===== config.mk =====
export PLATFORM = sky130hd
export DESIGN_NAME = nec_ir_tx_framer
export DESIGN_NICKNAME = d
export VERILOG_FILES = /design/src/rtl/nec_ir_tx_framer_pkg.sv /design/src/rtl/nec_ir_tx_framer_carrier_gen.sv /design/src/rtl/nec_ir_tx_framer.sv
export SDC_FILE = /design/constraint.sdc
export NUM_CORES = 1
export LEC_CHECK = 0
export CORE_UTILIZATION = 40
export DETAILED_ROUTE_END_ITERATION = 7
export HOLD_SLACK_MARGIN = 0.05
export PLACE_DENSITY_LB_ADDON = 0.1
export SLEW_MARGIN = 5
export SYNTH_ARGS = -nofsm -noshare
export SYNTH_HDL_FRONTEND = slang
export SYNTH_SLANG_ARGS = --single-unit

===== constraint.sdc =====
create_clock -name clk -period 8.3 [get_ports clk]
set_clock_uncertainty 0.2 [all_clocks]
set_input_delay 1.66 -clock clk [delete_from_list [all_inputs] [get_ports clk]]
set_output_delay 1.66 -clock clk [all_outputs]
set_load 0.1 [all_outputs]

===== src/rtl/nec_ir_tx_framer_pkg.sv =====
// Shared definitions for the NEC IR transmit framer: state encodings,
// NEC unit durations and a mark-state helper.
package nec_ir_tx_framer_pkg;

   localparam logic [2:0] ST_IDLE         = 3'd0;
   localparam logic [2:0] ST_LEADER_MARK  = 3'd1;
   localparam logic [2:0] ST_LEADER_SPACE = 3'd2;
   localparam logic [2:0] ST_BIT_MARK     = 3'd3;
   localparam logic [2:0] ST_BIT_SPACE    = 3'd4;
   localparam logic [2:0] ST_STOP_MARK    = 3'd5;

   localparam logic [4:0] NEC_LEADER_MARK_U  = 5'd16;
   localparam logic [4:0] NEC_LEADER_SPACE_U = 5'd8;
   localparam logic [4:0] NEC_BIT_MARK_U     = 5'd1;
   localparam logic [4:0] NEC_ZERO_SPACE_U   = 5'd1;
   localparam logic [4:0] NEC_ONE_SPACE_U    = 5'd3;
   localparam logic [4:0] NEC_STOP_MARK_U    = 5'd1;
   localparam int unsigned NEC_DATA_BITS     = 32;

   function automatic logic is_mark_state(input logic [2:0] st);
      return (st == ST_LEADER_MARK) || (st == ST_BIT_MARK) || (st == ST_STOP_MARK);
   endfunction

endpackage


===== src/rtl/nec_ir_tx_framer_carrier_gen.sv =====
// Carrier half-period generator: phase toggles every div+1 cycles and is
// forced high with a fresh count on restart.
module nec_ir_carrier_gen
   import nec_ir_tx_framer_pkg::*;
#(
   parameter int unsigned CDIV_W = 12
) (
   input  logic              clk,
   input  logic              rst_n,
   input  logic              restart,
   input  logic [CDIV_W-1:0] div,
   output logic              phase
);

   logic [CDIV_W-1:0] cnt;

   always_ff @(posedge clk or negedge rst_n) begin
      if (!rst_n) begin
         cnt   <= '0;
         phase <= 1'b0;
      end else if (restart) begin
         cnt   <= '0;
         phase <= 1'b1;
      end else if (cnt == div) begin
         cnt   <= '0;
         phase <= ~phase;
      end else begin
         cnt <= cnt + 1'b1;
      end
   end

endmodule


===== src/rtl/nec_ir_tx_framer.sv =====
// NEC IR transmit framer: pops one 32-bit word from the frame FIFO and sends
// leader, 32 LSB-first data bits and a stop mark on ir_tx.
module nec_ir_tx_framer
   import nec_ir_tx_framer_pkg::*;
#(
   parameter int unsigned UDIV_W = 16,
   parameter int unsigned CDIV_W = 12
) (
   input  logic              clk,
   input  logic              rst_n,
   input  logic              clear_n,
   input  logic              cfg_enable,
   input  logic              cfg_polarity,
   input  logic              cfg_carrier_en,
   input  logic [UDIV_W-1:0] cfg_unit_div,
   input  logic [CDIV_W-1:0] cfg_carrier_div,
   input  logic [31:0]       s_data,
   input  logic              s_valid,
   output logic              s_ready,
   output logic              ir_tx,
   output logic              busy,
   output logic              frame_done
);

   logic [2:0]        state;
   logic [2:0]        state_nxt;
   logic [UDIV_W-1:0] unit_div;
   logic [UDIV_W-1:0] unit_tmr;
   logic [UDIV_W-1:0] tmr_load;
   logic [CDIV_W-1:0] carrier_div;
   logic              carrier_en;
   logic [4:0]        unit_cnt;
   logic [4:0]        units_nxt;
   logic [5:0]        bit_idx;
   logic [31:0]       shreg;
   logic              accept;
   logic              unit_tick;
   logic              state_end;
   logic              last_bit;
   logic              enter;
   logic              restart;
   logic              phase;
   logic              mark_raw;

   assign s_ready   = (state == ST_IDLE) & cfg_enable & clear_n;
   assign accept    = s_valid & s_ready;
   assign unit_tick = (state != ST_IDLE) && (unit_tmr == '0);
   assign state_end = unit_tick && (unit_cnt == 5'd1);
   assign last_bit  = (bit_idx == 6'(NEC_DATA_BITS - 1));

   always_comb begin
      state_nxt = state;
      case (state)
         ST_IDLE:         if (accept)    state_nxt = ST_LEADER_MARK;
         ST_LEADER_MARK:  if (state_end) state_nxt = ST_LEADER_SPACE;
         ST_LEADER_SPACE: if (state_end) state_nxt = ST_BIT_MARK;
         ST_BIT_MARK:     if (state_end) state_nxt = ST_BIT_SPACE;
         ST_BIT_SPACE:    if (state_end) state_nxt = last_bit ? ST_STOP_MARK : ST_BIT_MARK;
         ST_STOP_MARK:    if (state_end) state_nxt = ST_IDLE;
         default:         state_nxt = ST_IDLE;
      endcase
   end

   // BIT_SPACE is only entered from BIT_MARK, so shreg[0] is still the bit being sent
   always_comb begin
      units_nxt = '0;
      case (state_nxt)
         ST_LEADER_MARK:  units_nxt = NEC_LEADER_MARK_U;
         ST_LEADER_SPACE: units_nxt = NEC_LEADER_SPACE_U;
         ST_BIT_MARK:     units_nxt = NEC_BIT_MARK_U;
         ST_BIT_SPACE:    units_nxt = shreg[0] ? NEC_ONE_SPACE_U : NEC_ZERO_SPACE_U;
         ST_STOP_MARK:    units_nxt = NEC_STOP_MARK_U;
         default:         units_nxt = '0;
      endcase
   end

   always_comb begin
      tmr_load = unit_div;
      if (accept)
         tmr_load = cfg_unit_div;
      else if (state_nxt == ST_IDLE)
         tmr_load = '0;
   end

   assign enter    = (state_nxt != state);
   assign restart  = clear_n & enter & is_mark_state(state_nxt);
   assign mark_raw = is_mark_state(state) & (carrier_en ? phase : 1'b1);

   nec_ir_carrier_gen #(
      .CDIV_W (CDIV_W)
   ) u_carrier (
      .clk     (clk),
      .rst_n   (rst_n),
      .restart (restart),
      .div     (carrier_div),
      .phase   (phase)
   );

   always_ff @(posedge clk or negedge rst_n) begin
      if (!rst_n) begin
         state       <= ST_IDLE;
         busy        <= 1'b0;
         frame_done  <= 1'b0;
         ir_tx       <= 1'b0;
         unit_tmr    <= '0;
         unit_cnt    <= '0;
         bit_idx     <= '0;
         shreg       <= '0;
         unit_div    <= '0;
         carrier_div <= '0;
         carrier_en  <= 1'b0;
      end else if (!clear_n) begin
         state      <= ST_IDLE;
         busy       <= 1'b0;
         frame_done <= 1'b0;
         ir_tx      <= cfg_polarity;
         unit_tmr   <= '0;
         unit_cnt   <= '0;
         bit_idx    <= '0;
      end else begin
         state      <= state_nxt;
         busy       <= (state_nxt != ST_IDLE);
         frame_done <= (state == ST_STOP_MARK) && state_end;
         ir_tx      <= mark_raw ^ cfg_polarity;

         if (accept) begin
            shreg       <= s_data;
            unit_div    <= cfg_unit_div;
            carrier_div <= cfg_carrier_div;
            carrier_en  <= cfg_carrier_en;
            bit_idx     <= '0;
         end

         if (enter) begin
            unit_tmr <= tmr_load;
            unit_cnt <= units_nxt;
         end else if (unit_tick) begin
            unit_tmr <= unit_div;
            unit_cnt <= unit_cnt - 1'b1;
         end else if (state != ST_IDLE) begin
            unit_tmr <= unit_tmr - 1'b1;
         end

         if ((state == ST_BIT_SPACE) && state_end) begin
            shreg   <= shreg >> 1;
            bit_idx <= bit_idx + 1'b1;
         end
      end
   end

endmodule


Yosys cells after proc, flatten, opt, wreduce, memory -nomap -nowiden:

Cells that the tools add are included.

* bits in registers: 107
* input bits: 67
* output and inout bits: 4

* $add $sub $neg: 4
* equal/unequal tests: 17
* mux-type cells: 33
* bitwise gates (word level): 8
* reduce and logical (&&, ||, !) cells: 18

Operators with widths (number)
* $mux W16: 6
* $mux W32: 2
* $mux W12: 2
* $mux W3: 8
* $pmux W5 S4: 1
* $mux W6: 3
* $pmux W3 S6: 1
* $logic_not A16 Y1: 1
* $sub A16 B1 Y16 const B: 1
* $mux W5: 3
* $add A12 B1 Y12 const B: 1
* $eq A12 B12 Y1: 1
* $eq A3 B2 Y1 const B: 4
* $eq A3 B3 Y1 const B: 4
* $add A6 B1 Y6 const B: 1
* $and A1 B1 Y1: 6
* $eq A3 B1 Y1 const B: 2
* $eq A6 B5 Y1 const B: 1
* $logic_not A3 Y1: 2
* $mux W1: 6
* $ne A3 B1 Y1 const B: 2
* $reduce_bool A3 Y1: 2
* $eq A5 B1 Y1 const B: 1
* $sub A5 B1 Y5 const B: 1
* 10 further kinds: 18

Depth between registers and ports, before layout:

* depth in word-level cells: 11
* mapped depth: 10
* depth with buffers taken out: 9

Hierarchy:

A second synthesis with hierarchy kept.

* cells, all modules: 566
* area, all modules: 5933.2 um^2

By module, submodules not included
* nec_ir_tx_framer: instances 1, cells an instance 490, area each 5161.2 um^2, seq. area each 2352.3 um^2
* nec_ir_carrier_gen: instances 1, cells an instance 76, area each 772.0 um^2, seq. area each 325.3 um^2

Worst setup path before layout:

No wires, ideal clock.

* path kind: input-to-output
* start: input port clear_n
* end: output port s_ready
* data arrival time: 3.084 ns
* path slack: 3.356 ns
* cell stages on the path: 3
* buffers on the path: 1
* path through: buf_2 -> nor4b_1 -> and2_1

* longest elaborated chain between the ends: 1

Ends and longest elaborated chain
* from (decl): RTL line nec_ir_tx_framer.sv:11 `input logic clear_n,`
* $and A1 B1 Y1: RTL line nec_ir_tx_framer.sv:45 `assign s_ready = (state == ST_IDLE) & cfg_enable & clear_n;`
* to (decl): RTL line nec_ir_tx_framer.sv:19 `output logic s_ready,`

Every way passes these cells.

Worst setup path after layout:

Same ends and word-level chain as after synthesis.

==> out/results.txt <==
In this run switching power makes up 37.4% of total power. The tools report the count of clock tree sinks as 107. Buffers inserted during clock tree synthesis total 9. Power spread over the standard cell area amounts to 260 mW/mm2. Max-cap violations in this run came to 0. Sequential cells burn 44.4% of the power. The run gives 33.2% as the power share of the combinational group.

Walking the worst path, the cells encountered are clkdlybuf4s50_1, nor4b_1, buf_4, and2_1, clkdlybuf4s50_1. The analysis attributes to net switching a power of 669 uW. Including well taps, the total number of placed cells is 855. The logs give 4.16 ns for the endpoint arrival time on the critical path and 0 for the number of slew-limit violations in the final report.

During I/O placement, the number of pins put on the boundary was 71. The maximum buffer depth of the clock tree is 2, and the share of total power in the clock network is 22.4%. Based on the critical path, the design can be clocked at up to 0.166 GHz.

The average vias per placed instance is 5.40. The first global-routing pass estimated 23,400 um of wire. The number of enable-type register cells in the synthesized netlist came out at 0. Global routing used 20.1% of the available tracks across all layers.

After clock tree synthesis, the setup repair step added 0 buffers. The initialized floorplan defines 43 standard-cell rows. Minimum clock period after layout: 6.02 ns. The startpoint identified for the worst hold timing path is shreg[7]. For the number of DRC markers after the initial detailed-route iteration, the log shows 261.

The internal power is 1120 uW, and the area overhead of the layout relative to synthesis is 19.3%. The CTS clock-pin slew for the worst setup and hold paths was 0.07 ns; the count of antenna diodes in the layout was 0. Counting flops and latches in the post-synthesis netlist gives 107. The run gives 4,748 as the number of global-route vias before repair. The fraction of registers with async set or reset after synthesis came out at 100%. The y dimension of the die is 122 um, and the final number of setup-violating endpoints is 0. The detailed router placed 4,703 vias in this run. After synthesis, the netlist uses 61 different library cells.

The count of cells in the finished layout, fillers not included, comes to 871. For this configuration, the core starts out at a cell density of 41.2%. The run finished with clean final reports. Summed over all failing endpoints, the final setup total negative slack is 0 ns. After legalization and detailed placement, the total HPWL measured 9350 um. In this run the remaining antenna-violating nets after routing total 0. The worst setup path is of the input port to primary output kind. In this run the worst setup path begins at clear_n. The run gives 3 as the level count of the clock H-tree.

Maximum number of pins on one net before global-route repair: 75. TritonCTS built the clock tree. The total of cells resized after clock tree synthesis came out at 0. The total routed wirelength was 13,800 um.

In this run the cell area of the synthesized design comes to 0.00577 mm2. For flop-to-flop paths, the worst setup slack is 4.76 ns. In this run the worst path has a maximum fanout of 10. Summing the sequential cell areas from Yosys gives 46.4% of the chip area. In the synthesized netlist the dominant register cell turns out to be sky130_fd_sc_hd__dfrtp_1. Setup repair after global routing left no endpoint under its margin. The min-delay analysis places its worst path in the category flop to flop. The worst setup path is captured at a primary output.

On the critical path, the stage with the largest delay is an instance of sky130_fd_sc_hd__clkdlybuf4s50_1. The synthesized area per cell came out at 9.15 um2. Counting every net in the synthesized netlist gives 703. The startpoint identified for the worst register-to-register timing path is unit_tmr[0]. Initial antenna violation count: 0.

For this design, the CTS-stage hold fixing added 0 buffers. The tools report the maximum resistive drop on vdd as 0.135 mV. The root buffer cell chosen for the clock tree is sky130_fd_sc_hd__clkbuf_16. At the end of routability-driven placement, the weighted congestion stood at 0.835.

After synthesis, the largest area contributor takes up 46.4% of total cell area. The worst path uses 72.5% of the clock period. The count of TritonRoute iterations in the first routing pass is 5, and the largest stage delay on the critical path is 1.12 ns. The number of remaining DRC errors is 0, and the leakage power of the design is 0.00290 uW. The run gives 0.0140 mm2 as the core area.

The biggest area contributor in the post-synthesis netlist is sky130_fd_sc_hd__dfrtp_1. The measured slew at the worst slew-check pin works out to 0.999 ns. After global routing the overflow that remains totals 0.

By area the synthesized netlist is led by sky130_fd_sc_hd__dfrtp_1 (46%), sky130_fd_sc_hd__nand2_1 (9.7%), sky130_fd_sc_hd__mux2i_1 (5.7%). Instance count of the mapped netlist: 630. The overall die area was 0.0149 mm2.

The number of input and output port buffers inserted was 70; the share of post-route cells with drive strength above 1 was 6.22%. Measured along the x axis, the die boundary spans 122 um. The number of warning messages in the yosys log was 0. Counting stages on the worst path, the most repeated cell is sky130_fd_sc_hd__clkdlybuf4s50_1. The total count of hold-check failures in the final report came out at 0.

The worst-skew pair later-pin latency was 0.35 ns; the number of nets in the layout was 759. The worst setup path is launched from an input port. The endpoint required time on the critical path came out at 6.44 ns. The wire length per cell is 15.8 um. The tools report the worst relative slew slack as 33.2%.

For this run, the share of the core covered by cells in the final layout is 49.2%.
-- cell usage after synthesis (2+ instances only) --
library cell                number
sky130_fd_sc_hd__and2_1          4
sky130_fd_sc_hd__and3_1          5
sky130_fd_sc_hd__and4_1          3
sky130_fd_sc_hd__a222oi_1        2
sky130_fd_sc_hd__a21oi_1        20
sky130_fd_sc_hd__mux2i_1        33
sky130_fd_sc_hd__nand3b_1        4
sky130_fd_sc_hd__a21o_1          2
sky130_fd_sc_hd__buf_4           6
sky130_fd_sc_hd__nand4_1         6
sky130_fd_sc_hd__nor3_1         14
sky130_fd_sc_hd__o221ai_1        2
sky130_fd_sc_hd__o21ai_0        49
sky130_fd_sc_hd__o32ai_1         3
sky130_fd_sc_hd__nand2b_1        2
sky130_fd_sc_hd__inv_1          18
sky130_fd_sc_hd__nor4_4          2
sky130_fd_sc_hd__buf_2           6
sky130_fd_sc_hd__mux2_2          3
sky130_fd_sc_hd__or3_1           5
sky130_fd_sc_hd__a221oi_1        6
sky130_fd_sc_hd__nor3b_1         2
sky130_fd_sc_hd__dfrtp_1       107
sky130_fd_sc_hd__nand3_1        18
sky130_fd_sc_hd__nor4_1          3
sky130_fd_sc_hd__o31ai_1        11
sky130_fd_sc_hd__a311oi_1        2
sky130_fd_sc_hd__nand4_4         2
sky130_fd_sc_hd__nor3_2          2
sky130_fd_sc_hd__o21a_1          2
sky130_fd_sc_hd__o2111ai_1       2
sky130_fd_sc_hd__o211ai_1       12
sky130_fd_sc_hd__nor4b_1         3
sky130_fd_sc_hd__ha_1            6
sky130_fd_sc_hd__xor2_1         12
sky130_fd_sc_hd__a211oi_1        2
sky130_fd_sc_hd__nor2_1         34
sky130_fd_sc_hd__clkbuf_1       20
sky130_fd_sc_hd__nand2_1       149
sky130_fd_sc_hd__xnor2_1        18
sky130_fd_sc_hd__nor2b_1         2
sky130_fd_sc_hd__o22ai_1         5
sky130_fd_sc_hd__o21ai_1         3
-- worst max-delay path: cells and delay by family --
family,cells,cell delay [ns]
buf+inv,3,2.06
simple gates,2,0.44
-- power groups by stage --
stage	logic (uW)	registers, uW	clock network (uW)
3_5_place_dp	592	802	0
5_1_grt	673	816	431
4_1_cts	595	794	414
3_3_place_gp	577	798	0
6_report	593	793	400
2_1_floorplan	439	776	0
-- routing by layer --
layer / GRT usage (%) / vias to the layer above / wire length (um)
met5: 0 / - / 0
met4: 4.57 / 0 / 146
met3: 4.92 / 10 / 826
met2: 33.2 / 124 / 6400
met1: 26.5 / 2241 / 6400
li1: - / 2328 / -
-- metrics by stage --
stage	hold slack [ns]	setup WS [ns]	cell area [um2]	total power [uW]
after global routing	0.315	2.20	6880	1920
after floorplan	0.242	3.36	5770	1220
after CTS	0.286	2.28	6880	1800
after global placement	0.263	2.30	6610	1380
after detailed placement	0.270	2.30	6610	1390
final	0.282	2.28	6880	1790
-- flip-flops by register name (all words and copies together) (netlist names) --
signal           cells
frame_done           1
carrier_div         12
carrier_en           1
unit_div            16
busy                 1
unit_tmr            16
shreg               32
ir_tx                1
u_carrier.phase      1
unit_cnt             5
u_carrier.cnt       12
bit_idx              6
state                3
-- final timing paths --
kind | to | cells after the start
setup / recovery | s_ready | 5
hold / removal | shreg[7] | 2
setup reg to reg | unit_tmr[8] | 8
hold reg to reg | shreg[7] | 2
max in group asynchronous | unit_cnt[4] | 2
min in group asynchronous | unit_tmr[14] | 1
-- placed cells by master (no fill, tap or decap), types with 3 or more instances in the layout --
cell	count
sky130_fd_sc_hd__nand2_1	149
sky130_fd_sc_hd__dfrtp_1	107
sky130_fd_sc_hd__clkdlybuf4s50_1	69
sky130_fd_sc_hd__o21ai_0	49
sky130_fd_sc_hd__nor2_1	34
sky130_fd_sc_hd__mux2i_1	33
sky130_fd_sc_hd__a21oi_1	20
sky130_fd_sc_hd__nand3_1	18
sky130_fd_sc_hd__inv_1	18
sky130_fd_sc_hd__xnor2_1	18
sky130_fd_sc_hd__nor3_1	14
sky130_fd_sc_hd__xor2_1	12
sky130_fd_sc_hd__o211ai_1	12
sky130_fd_sc_hd__o31ai_1	11
sky130_fd_sc_hd__buf_4	10
sky130_fd_sc_hd__clkbuf_16	9
sky130_fd_sc_hd__nand4_1	6
sky130_fd_sc_hd__a221oi_1	6
sky130_fd_sc_hd__ha_1	6
sky130_fd_sc_hd__and3_1	5
sky130_fd_sc_hd__o22ai_1	5
sky130_fd_sc_hd__or3_1	5
sky130_fd_sc_hd__nand3b_1	4
sky130_fd_sc_hd__and2_1	4
sky130_fd_sc_hd__nor4b_1	3
sky130_fd_sc_hd__and4_1	3
sky130_fd_sc_hd__mux2_2	3
sky130_fd_sc_hd__o32ai_1	3
sky130_fd_sc_hd__nor4_1	3
-- kinds of logic after synthesis --
kind of cell    Yosys count  synth area share, %
fa+ha+maj                 6                 1.30
buf+inv                  54                 4.17
compound gates          133                 15.1
flops                   107                 46.4
mux                      36                 6.31
xor+xnor                 30                 4.56
simple gates            264                 22.1
-- layout make-up --
cell class	instances	area (um2)
clock buffers	11	233
clock inverters	5	35.0
fillers	1352	7110
inverters	20	75.1
multi-input cells	469	2870
flip-flops and latches	107	2680
well taps	180	225
repair buffers	79	766
(Power assumes the default switching activity.)
